## src/rtl/serial_adder_core_if.sv

```systemverilog
// Operand/result handshake bundle for serial_adder_core.
// The master side presents operands and takes results; the core is the slave.
interface serial_adder_core_if #(
  parameter int WIDTH = 8
);
  logic             in_valid;
  logic             in_ready;
  logic [WIDTH-1:0] a;
  logic [WIDTH-1:0] b;
  logic             sub;
  logic             carry_in;
  logic             out_valid;
  logic             out_ready;
  logic [WIDTH-1:0] sum;
  logic             carry_out;
  logic             overflow;
  logic             busy;

  modport master (
    output in_valid, a, b, sub, carry_in, out_ready,
    input  in_ready, out_valid, sum, carry_out, overflow, busy
  );

  modport slave (
    input  in_valid, a, b, sub, carry_in, out_ready,
    output in_ready, out_valid, sum, carry_out, overflow, busy
  );
endinterface

```

## src/rtl/serial_adder_core.sv

```systemverilog
// Digit-serial add/subtract: DIGIT bits per clock, WIDTH/DIGIT cycles per
// operation, valid/ready on both sides, with carry-out and signed overflow.
module serial_adder_core #(
  parameter int WIDTH = 8,
  parameter int DIGIT = 2
) (
  input  logic                 clk,
  input  logic                 rst,
  serial_adder_core_if.slave   io
);
  localparam int N  = WIDTH / DIGIT;
  localparam int CW = (N > 1) ? $clog2(N) : 1;

  generate
    if (WIDTH < 1 || DIGIT < 1 || (WIDTH % DIGIT) != 0) begin : g_bad_params
      $error("serial_adder_core: DIGIT must divide WIDTH exactly");
    end
  endgenerate

  typedef enum logic [1:0] {IDLE, RUN, DONE} state_t;

  state_t               state, state_nxt;
  logic [WIDTH-1:0]     a_sh, b_sh, res_sh, sum_r;
  logic                 cy, co_r, ov_r;
  logic [CW-1:0]        cnt;
  logic [DIGIT:0]       dsum;
  logic [WIDTH+DIGIT-1:0] res_cat;
  logic                 last, accept, msb_cin;

  always_comb begin
    dsum    = {1'b0, a_sh[DIGIT-1:0]} + {1'b0, b_sh[DIGIT-1:0]} + {{DIGIT{1'b0}}, cy};
    res_cat = {dsum[DIGIT-1:0], res_sh};
    last    = (cnt == CW'(N - 1));
    accept  = (state == IDLE) && io.in_valid;
    // Carry into the top bit of this digit, recovered from its sum bit;
    // only meaningful on the final digit where it is the carry into the MSB.
    msb_cin = a_sh[DIGIT-1] ^ b_sh[DIGIT-1] ^ dsum[DIGIT-1];
  end

  always_comb begin
    state_nxt = state;
    case (state)
      IDLE:    if (io.in_valid) state_nxt = RUN;
      RUN:     if (last)        state_nxt = DONE;
      DONE:    if (io.out_ready) state_nxt = IDLE;
      default: state_nxt = IDLE;
    endcase
  end

  always_ff @(posedge clk) begin
    if (rst) state <= IDLE;
    else     state <= state_nxt;
  end

  always_ff @(posedge clk) begin
    if (rst) begin
      a_sh   <= '0;
      b_sh   <= '0;
      res_sh <= '0;
      cy     <= 1'b0;
      cnt    <= '0;
      sum_r  <= '0;
      co_r   <= 1'b0;
      ov_r   <= 1'b0;
    end else if (accept) begin
      // Subtract is a + ~b + ~borrow_in, so both are inverted once here.
      a_sh <= io.a;
      b_sh <= io.sub ? ~io.b : io.b;
      cy   <= io.sub ^ io.carry_in;
      cnt  <= '0;
    end else if (state == RUN) begin
      a_sh   <= a_sh >> DIGIT;
      b_sh   <= b_sh >> DIGIT;
      res_sh <= res_cat[WIDTH+DIGIT-1:DIGIT];
      cy     <= dsum[DIGIT];
      cnt    <= cnt + CW'(1);
      if (last) begin
        sum_r <= res_cat[WIDTH+DIGIT-1:DIGIT];
        co_r  <= dsum[DIGIT];
        ov_r  <= msb_cin ^ dsum[DIGIT];
      end
    end
  end

  assign io.in_ready  = (state == IDLE);
  assign io.out_valid = (state == DONE);
  assign io.busy      = (state != IDLE);
  assign io.sum       = sum_r;
  assign io.carry_out = co_r;
  assign io.overflow  = ov_r;
endmodule

```

## src/flat_wrapper.sv

```systemverilog
// flat-port wrapper written by rule: the top's interface ports become plain ports
module serial_adder_core_flat 
#(
  parameter int WIDTH = 8,
  parameter int DIGIT = 2
)
  (clk, rst, io_in_valid, io_a, io_b, io_sub, io_carry_in, io_out_ready, io_in_ready, io_out_valid, io_sum, io_carry_out, io_overflow, io_busy);
  serial_adder_core_if #(.WIDTH(WIDTH)) io_i ();
  input  logic clk;
  input  logic rst;
  input wire logic [$bits(io_i.in_valid)-1:0] io_in_valid;
  input wire logic [$bits(io_i.a)-1:0] io_a;
  input wire logic [$bits(io_i.b)-1:0] io_b;
  input wire logic [$bits(io_i.sub)-1:0] io_sub;
  input wire logic [$bits(io_i.carry_in)-1:0] io_carry_in;
  input wire logic [$bits(io_i.out_ready)-1:0] io_out_ready;
  output wire logic [$bits(io_i.in_ready)-1:0] io_in_ready;
  output wire logic [$bits(io_i.out_valid)-1:0] io_out_valid;
  output wire logic [$bits(io_i.sum)-1:0] io_sum;
  output wire logic [$bits(io_i.carry_out)-1:0] io_carry_out;
  output wire logic [$bits(io_i.overflow)-1:0] io_overflow;
  output wire logic [$bits(io_i.busy)-1:0] io_busy;
  assign io_i.in_valid = io_in_valid;
  assign io_i.a = io_a;
  assign io_i.b = io_b;
  assign io_i.sub = io_sub;
  assign io_i.carry_in = io_carry_in;
  assign io_i.out_ready = io_out_ready;
  assign io_in_ready = io_i.in_ready;
  assign io_out_valid = io_i.out_valid;
  assign io_sum = io_i.sum;
  assign io_carry_out = io_i.carry_out;
  assign io_overflow = io_i.overflow;
  assign io_busy = io_i.busy;
  serial_adder_core #(.WIDTH(WIDTH), .DIGIT(DIGIT)) u_core (.clk(clk), .rst(rst), .io(io_i));
endmodule
```

## config.mk

```make
export PLATFORM = sky130hd
export DESIGN_NAME = serial_adder_core_flat
export DESIGN_NICKNAME = d
export VERILOG_FILES = /design/src/rtl/serial_adder_core_if.sv /design/src/rtl/serial_adder_core.sv /design/src/flat_wrapper.sv
export SDC_FILE = /design/constraint.sdc
export NUM_CORES = 1
export LEC_CHECK = 0
export CORE_ASPECT_RATIO = 0.9
export CORE_UTILIZATION = 35
export DETAILED_ROUTE_END_ITERATION = 16
export HOLD_SLACK_MARGIN = 0.08
export MAX_ROUTING_LAYER = met4
export PLACE_DENSITY = 0.7
export SYNTH_ARGS = -nofsm -noshare
export SYNTH_HDL_FRONTEND = slang
export SYNTH_SLANG_ARGS = --single-unit
```

## constraint.sdc

```tcl
create_clock -name clk -period 1.9 [get_ports clk]
set_input_delay 0.285 -clock clk [delete_from_list [all_inputs] [get_ports clk]]
set_output_delay 0.285 -clock clk [all_outputs]
set_load 0.005 [all_outputs]
```

==> flow_metrics.env, run 1 <==
export IMPL_grt_max_degree=24
export IMPL_asyncSetResetFlopFracSynth=0
export IMPL_clock_sink_count=37
export IMPL_hold_buffers=0
export IMPL_synth_warning_count=0
export IMPL_place_port_buffers=34
export IMPL_netlist_instances=189
export IMPL_ioPinCount=35
export IMPL_finalSetupViolations=0
export IMPL_synthDominantCellAreaShare=0.435
export IMPL_slew_headroom=0.659
export IMPL_path_buf_inv=1
export IMPL_clk_path_buf_depth=2
export IMPL_timing_clock_skew_ns=0.0110
export IMPL_grt_overflow_total=0
export IMPL_critPathTopFamily="adder cells"
export IMPL_skew_pair_late_insertion_delay_ns=0.30
export IMPL_grt_antenna_before_repair=0
export IMPL_yosys_cell_count_top_type="sky130_fd_sc_hd__dfxtp_1"
export IMPL_cts_max_level=2
export IMPL_synth_seq_cells=37
export IMPL_synthDistinctLibCells=35
export IMPL_hold_path_startpoint="u_core.io.sum[4]"
export IMPL_r2r_start="u_core.cy"
export IMPL_capture_instance_of_the_worst_register_to_register_path="u_core.io.overflow"
export IMPL_dp_worst_setup_slack_ns=0.0473
export IMPL_synth_commonest_cells="37 x sky130_fd_sc_hd__dfxtp_1, 31 x sky130_fd_sc_hd__nand2_1, 14 x sky130_fd_sc_hd__a21oi_1"
export IMPL_path_clk_slew_ns=0.08
export IMPL_post_synth_main_area_contributors="sky130_fd_sc_hd__dfxtp_1 43%, sky130_fd_sc_hd__nand2_1 6.8%, sky130_fd_sc_hd__xor2_1 5.1%"
export IMPL_vias_in_the_first_global_route=1273
export IMPL_tritoncts_clock_tree="yes"
export IMPL_worstSetupStartpoint="u_core.cy"
export IMPL_wl_per_cell_um=11.8
export IMPL_global_route_usage_total=0.160
export IMPL_dr_first_iter_drc_count=71
export IMPL_grt_setup_unrepaired="no"
export IMPL_routed_wire_length_mm=3.39
export IMPL_mappedNetlistArea_sq_um=1700
export IMPL_n_antenna_cell=0
export IMPL_final_hold_violation_count=0
export IMPL_worst_r2r_setup_slack_ns=0.09
export IMPL_number_of_flops_mapped_to_enable_cells_by_yosys=0
export IMPL_reg2reg_depth=6
export IMPL_areaGrowthSynthToFinish_pct=29.2
export IMPL_ir_drop_v=0.000388
export IMPL_clock_fmax_ghz=0.552
export IMPL_finalWorstSetupSlack_ns=0.0898
export IMPL_holdPathEnd="u_core.io.sum[4]"
export IMPL_fp_dieArea_sq_um=5150
export IMPL_worstHoldPathCells=2
export IMPL_die_h_um=68.2
export IMPL_arrival_ns=2.02
export IMPL_synth_ff_type="sky130_fd_sc_hd__dfxtp_1"
export IMPL_startpoint_type="register"
export IMPL_cp_cell_sequence="inv_1 -> fa_2 -> fa_1 -> xor2_1 -> xnor2_1 -> o31ai_1"
export IMPL_critPathKind="register to register"
export IMPL_cts_buffers_inserted=5
export IMPL_vias_per_cell=4.79
export IMPL_post_synth_cell_area_avg_sq_um=9.01
export IMPL_initial_core_util=0.372
export IMPL_required_ns=2.11
export IMPL_crit_path_max_incr_delay_ns=0.47
export IMPL_finalWeightedCongestion=0.758
export IMPL_power_total_mw=1.80
export IMPL_timing_final_crit_share=0.953
export IMPL_synth_nets=215
export IMPL_drt_pass1_iterations=4
export IMPL_antenna_violating_nets_post_route=0
export IMPL_crit_path_max_fanout=2
export IMPL_timing_setup_tns_ns=0
export IMPL_num_fill_cells=436
export IMPL_worst_path_max_delay_cell="sky130_fd_sc_hd__fa_1"
export IMPL_core_rowCount=23
export IMPL_leakagePower_nw=0.786
export IMPL_drv_cap=0
export IMPL_core_area_sq_um=4580
export IMPL_hold_ws_ns=0.458
export IMPL_synth_sequential_area_ratio=0.435
export IMPL_max_slew_worst_pin_slew_ns=0.512
export IMPL_post_route_cells_drive_above_1_share=0.0982
export IMPL_min_period_ns=1.81
export IMPL_die_width_um=75.5
export IMPL_post_dp_hpwl_mm=2.47
export IMPL_hold_class="register to register"
export IMPL_route_vias_total=1371
export IMPL_outcome="finished clean"
export IMPL_worst_setup_path_end_kind="register"
export IMPL_synth_largest_area_cell="sky130_fd_sc_hd__dfxtp_1"
export IMPL_drc_errors=0
export IMPL_final_max_slew_violation_count=0
export IMPL_cts_root_buffer="sky130_fd_sc_hd__clkbuf_8"
export IMPL_final_core_utilization=0.481
export IMPL_design_final_nets=249
export IMPL_first_pass_grt_wire_length_mm=5.86
export IMPL_power_density_nw_per_um2=818
registers in the layout (all words and copies together), names as in the netlist:
signal / count
u_core.res_sh: 6
u_core.io.sum: 8
u_core.b_sh: 8
u_core.cy: 1
u_core.a_sh: 8
u_core.cnt: 2
u_core.state: 2
u_core.io.carry_out: 1
u_core.io.overflow: 1
layer usage:
| metal | wire (um) | vias to the layer above | global-route usage |
|---|---|---|---|
| met5 | 0 | - | - |
| met1 | 1690 | 631 | 0.196 |
| li1 | - | 711 | - |
| met4 | 69 | 0 | 0.0833 |
| met2 | 1510 | 22 | 0.246 |
| met3 | 115 | 7 | 0.0368 |
worst max path at each step:
stage	to	slack [ns]	depth (start not counted)
2_1_floorplan	u_core.io.overflow	0.09	6
3_3_place_gp	u_core.io.overflow	0.09	6
3_5_place_dp	u_core.io.overflow	0.05	6
4_1_cts	u_core.io.overflow	0.03	6
5_1_grt	u_core.io.overflow	0.002	6
6_report	u_core.io.overflow	0.09	6
placed cells by master, fill, tap and decap left out, types with 4 or more instances in the layout:
master                            Yosys  layout
sky130_fd_sc_hd__clkdlybuf4s50_1      0      34
sky130_fd_sc_hd__clkbuf_8             0       5
sky130_fd_sc_hd__nand2_1             31      31
sky130_fd_sc_hd__xor2_1              10      10
sky130_fd_sc_hd__inv_1                8       8
sky130_fd_sc_hd__nand3b_1             9       9
sky130_fd_sc_hd__o21ai_0              8       8
sky130_fd_sc_hd__a311oi_2             4       4
sky130_fd_sc_hd__a211oi_1             5       5
sky130_fd_sc_hd__buf_4                3       6
sky130_fd_sc_hd__nor2_1              12      12
sky130_fd_sc_hd__a21oi_1             14      14
sky130_fd_sc_hd__dfxtp_1             37      36
sky130_fd_sc_hd__a22oi_1              7       7
through the flow:
stage | instance area [sq um] | std cells
after floorplan | 1700 | 189
after global placement | 2080 | 278
after detailed placement | 2080 | 278
after CTS | 2200 | 286
after global routing | 2200 | 286
final | 2200 | 286
power by group:
part / switching, mW / internal, mW
Combinational: 0.128 / 0.137
Sequential: 0.0258 / 0.815
Clock: 0.301 / 0.393
layout make-up:
| class | instances | area, sq um | area share |
|---|---|---|---|
| inverters | 8 | 30.0 | 0.0137 |
| repair buffers | 40 | 385 | 0.175 |
| multi-input cells | 131 | 850 | 0.386 |
| well taps | 62 | 77.6 | 0.0353 |
| clock buffers | 5 | 68.8 | 0.0313 |
| clock inverters | 3 | 46.3 | 0.0210 |
| flip-flops and latches | 37 | 742 | 0.337 |
cells by family after synthesis:
| kind of cell | synth area share |
|---|---|
| xor gates and xnor gates | 0.0617 |
| buffers and inverters | 0.0676 |
| and+or+nand+nor | 0.201 |
| DFF | 0.435 |
| AOI/OAI and AO/OA | 0.191 |
| adders and majority gates | 0.0382 |
| muxes | 0.00588 |
what timing repair did:
action,4_1_cts,5_1_grt
buffers inserted,0,0
gates resized for setup,1,1
endpoints found under the setup margin,1,1
tightest hold or removal path, stage by stage, from the launching register on:
cell,delay (ns)
sky130_fd_sc_hd__dfxtp_1,0.32
sky130_fd_sc_hd__nand2_1,0.05
sky130_fd_sc_hd__a21oi_1,0.05
No activity file was read; power rests on OpenSTA's default activity.
==> inputs of run 2 (changes only) <==
--- a/config.mk
+++ b/config.mk
@@ -8,6 +8,7 @@
 export CORE_ASPECT_RATIO = 0.9
 export CORE_UTILIZATION = 35
 export DETAILED_ROUTE_END_ITERATION = 16
+export GPL_ROUTABILITY_DRIVEN = 0
 export HOLD_SLACK_MARGIN = 0.08
 export MAX_ROUTING_LAYER = met4
 export PLACE_DENSITY = 0.7
==> results of run 2 <==
No change in the layout: final DEF, timing and power equal those of run 1.
==> inputs of run 3 (changes only) <==
--- a/config.mk
+++ b/config.mk
@@ -12,6 +12,7 @@
 export HOLD_SLACK_MARGIN = 0.08
 export MAX_ROUTING_LAYER = met4
 export PLACE_DENSITY = 0.7
+export SLEW_MARGIN = 20
 export SYNTH_ARGS = -nofsm -noshare
 export SYNTH_HDL_FRONTEND = slang
 export SYNTH_SLANG_ARGS = --single-unit
==> results of run 3 <==
No change in the layout: final DEF, timing and power equal those of run 1.
==> variant, RTL diff (config.mk and constraints of run 2) <==
Encoding of `state_t`: now one-hot (3 bits for 3 states).
--- a/src/rtl/serial_adder_core.sv
+++ b/src/rtl/serial_adder_core.sv
@@ -18,5 +18,5 @@
   endgenerate
 
-  typedef enum logic [1:0] {IDLE, RUN, DONE} state_t;
+  typedef enum logic [2:0] {IDLE = 3'b001, RUN = 3'b010, DONE = 3'b100} state_t;
 
   state_t               state, state_nxt;
Check against the original RTL: same outputs for any inputs over 10 cycles, from zero or initial values and one cycle with rst high; not proved beyond that.
==> variant against run 2 <==
Area after synthesis is 1.3% higher. Highest routed layer unchanged. Power is 8.8% higher. Cell area is 3.5% higher. Non-clock buffer count is 1 higher. Worst setup slack worse by 0.0074 ns. Wire length is 4.8% lower. Register-to-register slack hardly changed. Synthesized cell count is 0.53% lower. Combinational power is 4% lower. Sequential cell count is 1 higher.
==> variant: results (changes against run 2) <==
The final clock skew was 0.00501 ns (was 0.0110 ns). The critical-path maximum fanout is 7 (was 2), and the number of CTS-inserted buffers is 5 (unchanged). The run finished with clean final reports. After clock tree synthesis, the clock-pin slew on the worst setup and hold paths is 0.07 ns.

The logs give 511 µV (was 388 µV) for the worst-case vdd ir drop and 0.0248 ns (was 0.0473 ns) for the worst setup timing slack at the placement stage. The logs give 0.138 (was 0.160) for the overall fraction of global-route tracks in use and 0.29 ns for the source-to-sink clock delay at the later pin of the worst-skew pair. The number of DRC violations after detailed-routing iteration 0 came out at 24 (was 71).

The tools report the half-perimeter wire length of the detailed placement result as 2140 µm (was 2470 µm). The launch instance of the worst min-delay path was u_core.res_sh[3] (was u_core.io.sum[4]). The run gives 276 (was 278) as the total placed cells including tap cells. The synthesized area divided by synthesized cell count was 9.18 µm² (was 9.01 µm²); the layout cell share with drive strength beyond 1 was 0.140 (was 0.0982). The arrival time at the worst endpoint was 1.53 ns (was 2.02 ns); the number of distinct library cell variants in the gate-level netlist after synthesis was 33 (was 35).

For the number of global-route vias before repair, the log shows 1186 (was 1273). Area contributors post-synth: sky130_fd_sc_hd__dfxtp_1, sky130_fd_sc_hd__nand2_1, sky130_fd_sc_hd__mux2i_1 (was sky130_fd_sc_hd__dfxtp_1, sky130_fd_sc_hd__nand2_1, sky130_fd_sc_hd__xor2_1). The total number of nets in the final design was 247 (was 249). The logs give 1358 (was 1371) for the total via count after detailed routing and 0.441 (was 0.435) for the part of the Yosys area used for sequential elements.

Most instantiated cells after synthesis: sky130_fd_sc_hd__dfxtp_1, sky130_fd_sc_hd__nand2_1, sky130_fd_sc_hd__nor2_1 (was sky130_fd_sc_hd__dfxtp_1, sky130_fd_sc_hd__nand2_1, sky130_fd_sc_hd__a21oi_1). The largest net degree at the start of global routing is 40 (was 24). The worst max-slew margin expressed relative to the limit was 0.580 (was 0.659). The per-cell routed wire length was 11.3 µm (was 11.8 µm); the count of fill cells added during filler insertion was 449 (was 436). The post-synth net total was 214 (was 215). The initial antenna violation count is 0 (unchanged). The origin of the critical flop-to-flop path was u_core.a_sh[0] (was u_core.cy). The tools report the first-pass GRT wire length as 5330 µm (was 5860 µm). Maximum single-stage delay on the critical path: 0.55 ns (was 0.47 ns). Wire length after detailed routing: 3220 µm (was 3390 µm). The category of cells accounting for the largest share of critical-path delay is buffers and inverters (was adder cells).
[variant: worst paths after layout]
kind | endpoint | slack (ns)
hold / removal | u_core.res_sh[3] | 0.46
hold reg to reg | u_core.res_sh[3] | 0.46
setup reg to reg | u_core.io.overflow | 0.09
setup / recovery | io_in_ready | 0.08
[variant: routing by layer]
layer | track usage | share of wire | routed length (µm) | vias to the layer above
li1 | - | - | - | 706
met2 | 0.225 | 0.45 | 1470 | 31
met4 | 0.0793 | 0.020 | 65 | 0
met3 | 0.0421 | 0.045 | 144 | 8
met5 | - | 0 | 0 | -
met1 | 0.154 | 0.48 | 1550 | 613
[variant: layout make-up]
| class | instances | area share |
|---|---|---|
| Sequential cell | 38 | 0.336 |
| Clock inverter | 2 | 0.0264 |
| Timing Repair Buffer | 41 | 0.178 |
| Inverter | 6 | 0.00989 |
| Tap cell | 62 | 0.0341 |
| Clock buffer | 6 | 0.0363 |
| Multi-Input combinational cell | 129 | 0.379 |
[variant: worst min-delay path, stage by stage (launching register included)]
cell	delay, ns
sky130_fd_sc_hd__dfxtp_1	0.31
sky130_fd_sc_hd__nand2_1	0.05
sky130_fd_sc_hd__a21oi_1	0.05
[variant: timing repair]
item / 4_1_cts / 5_1_grt
gates resized for setup: 2 / 4
setup endpoints to repair: 3 / 4
pin swaps: 0 / 5
[variant: report_power, final]
group	switching (µW)	leakage [µW]	total, µW	internal, µW
sequential	24.0	0.000311	858	834
clock	286	0.0000714	845	560
combinational	119	0.000400	255	136
[variant: kinds of logic (layout without fill, tap and decap cells)]
family	after synthesis	in the layout	synth area share
AOI/OAI and AO/OA	35	35	0.148
xor gates and xnor gates	12	12	0.0609
adders and majority gates	4	4	0.0377
buffers and inverters	21	55	0.0689
DFF	38	38	0.441
muxes	8	8	0.0464
and+or+nand+nor	70	70	0.197
[variant: per-stage QoR]
| step | hold WS (ns) | area, µm² | util |
|---|---|---|---|
| finish | 0.461 | 2280 | 0.495 |
| global route | 0.479 | 2280 | 0.495 |
| CTS | 0.463 | 2270 | 0.493 |
| detailed placement | 0.453 | 2130 | 0.462 |
| global placement | 0.446 | 2130 | 0.462 |
| floorplan | 0.421 | 1730 | - |
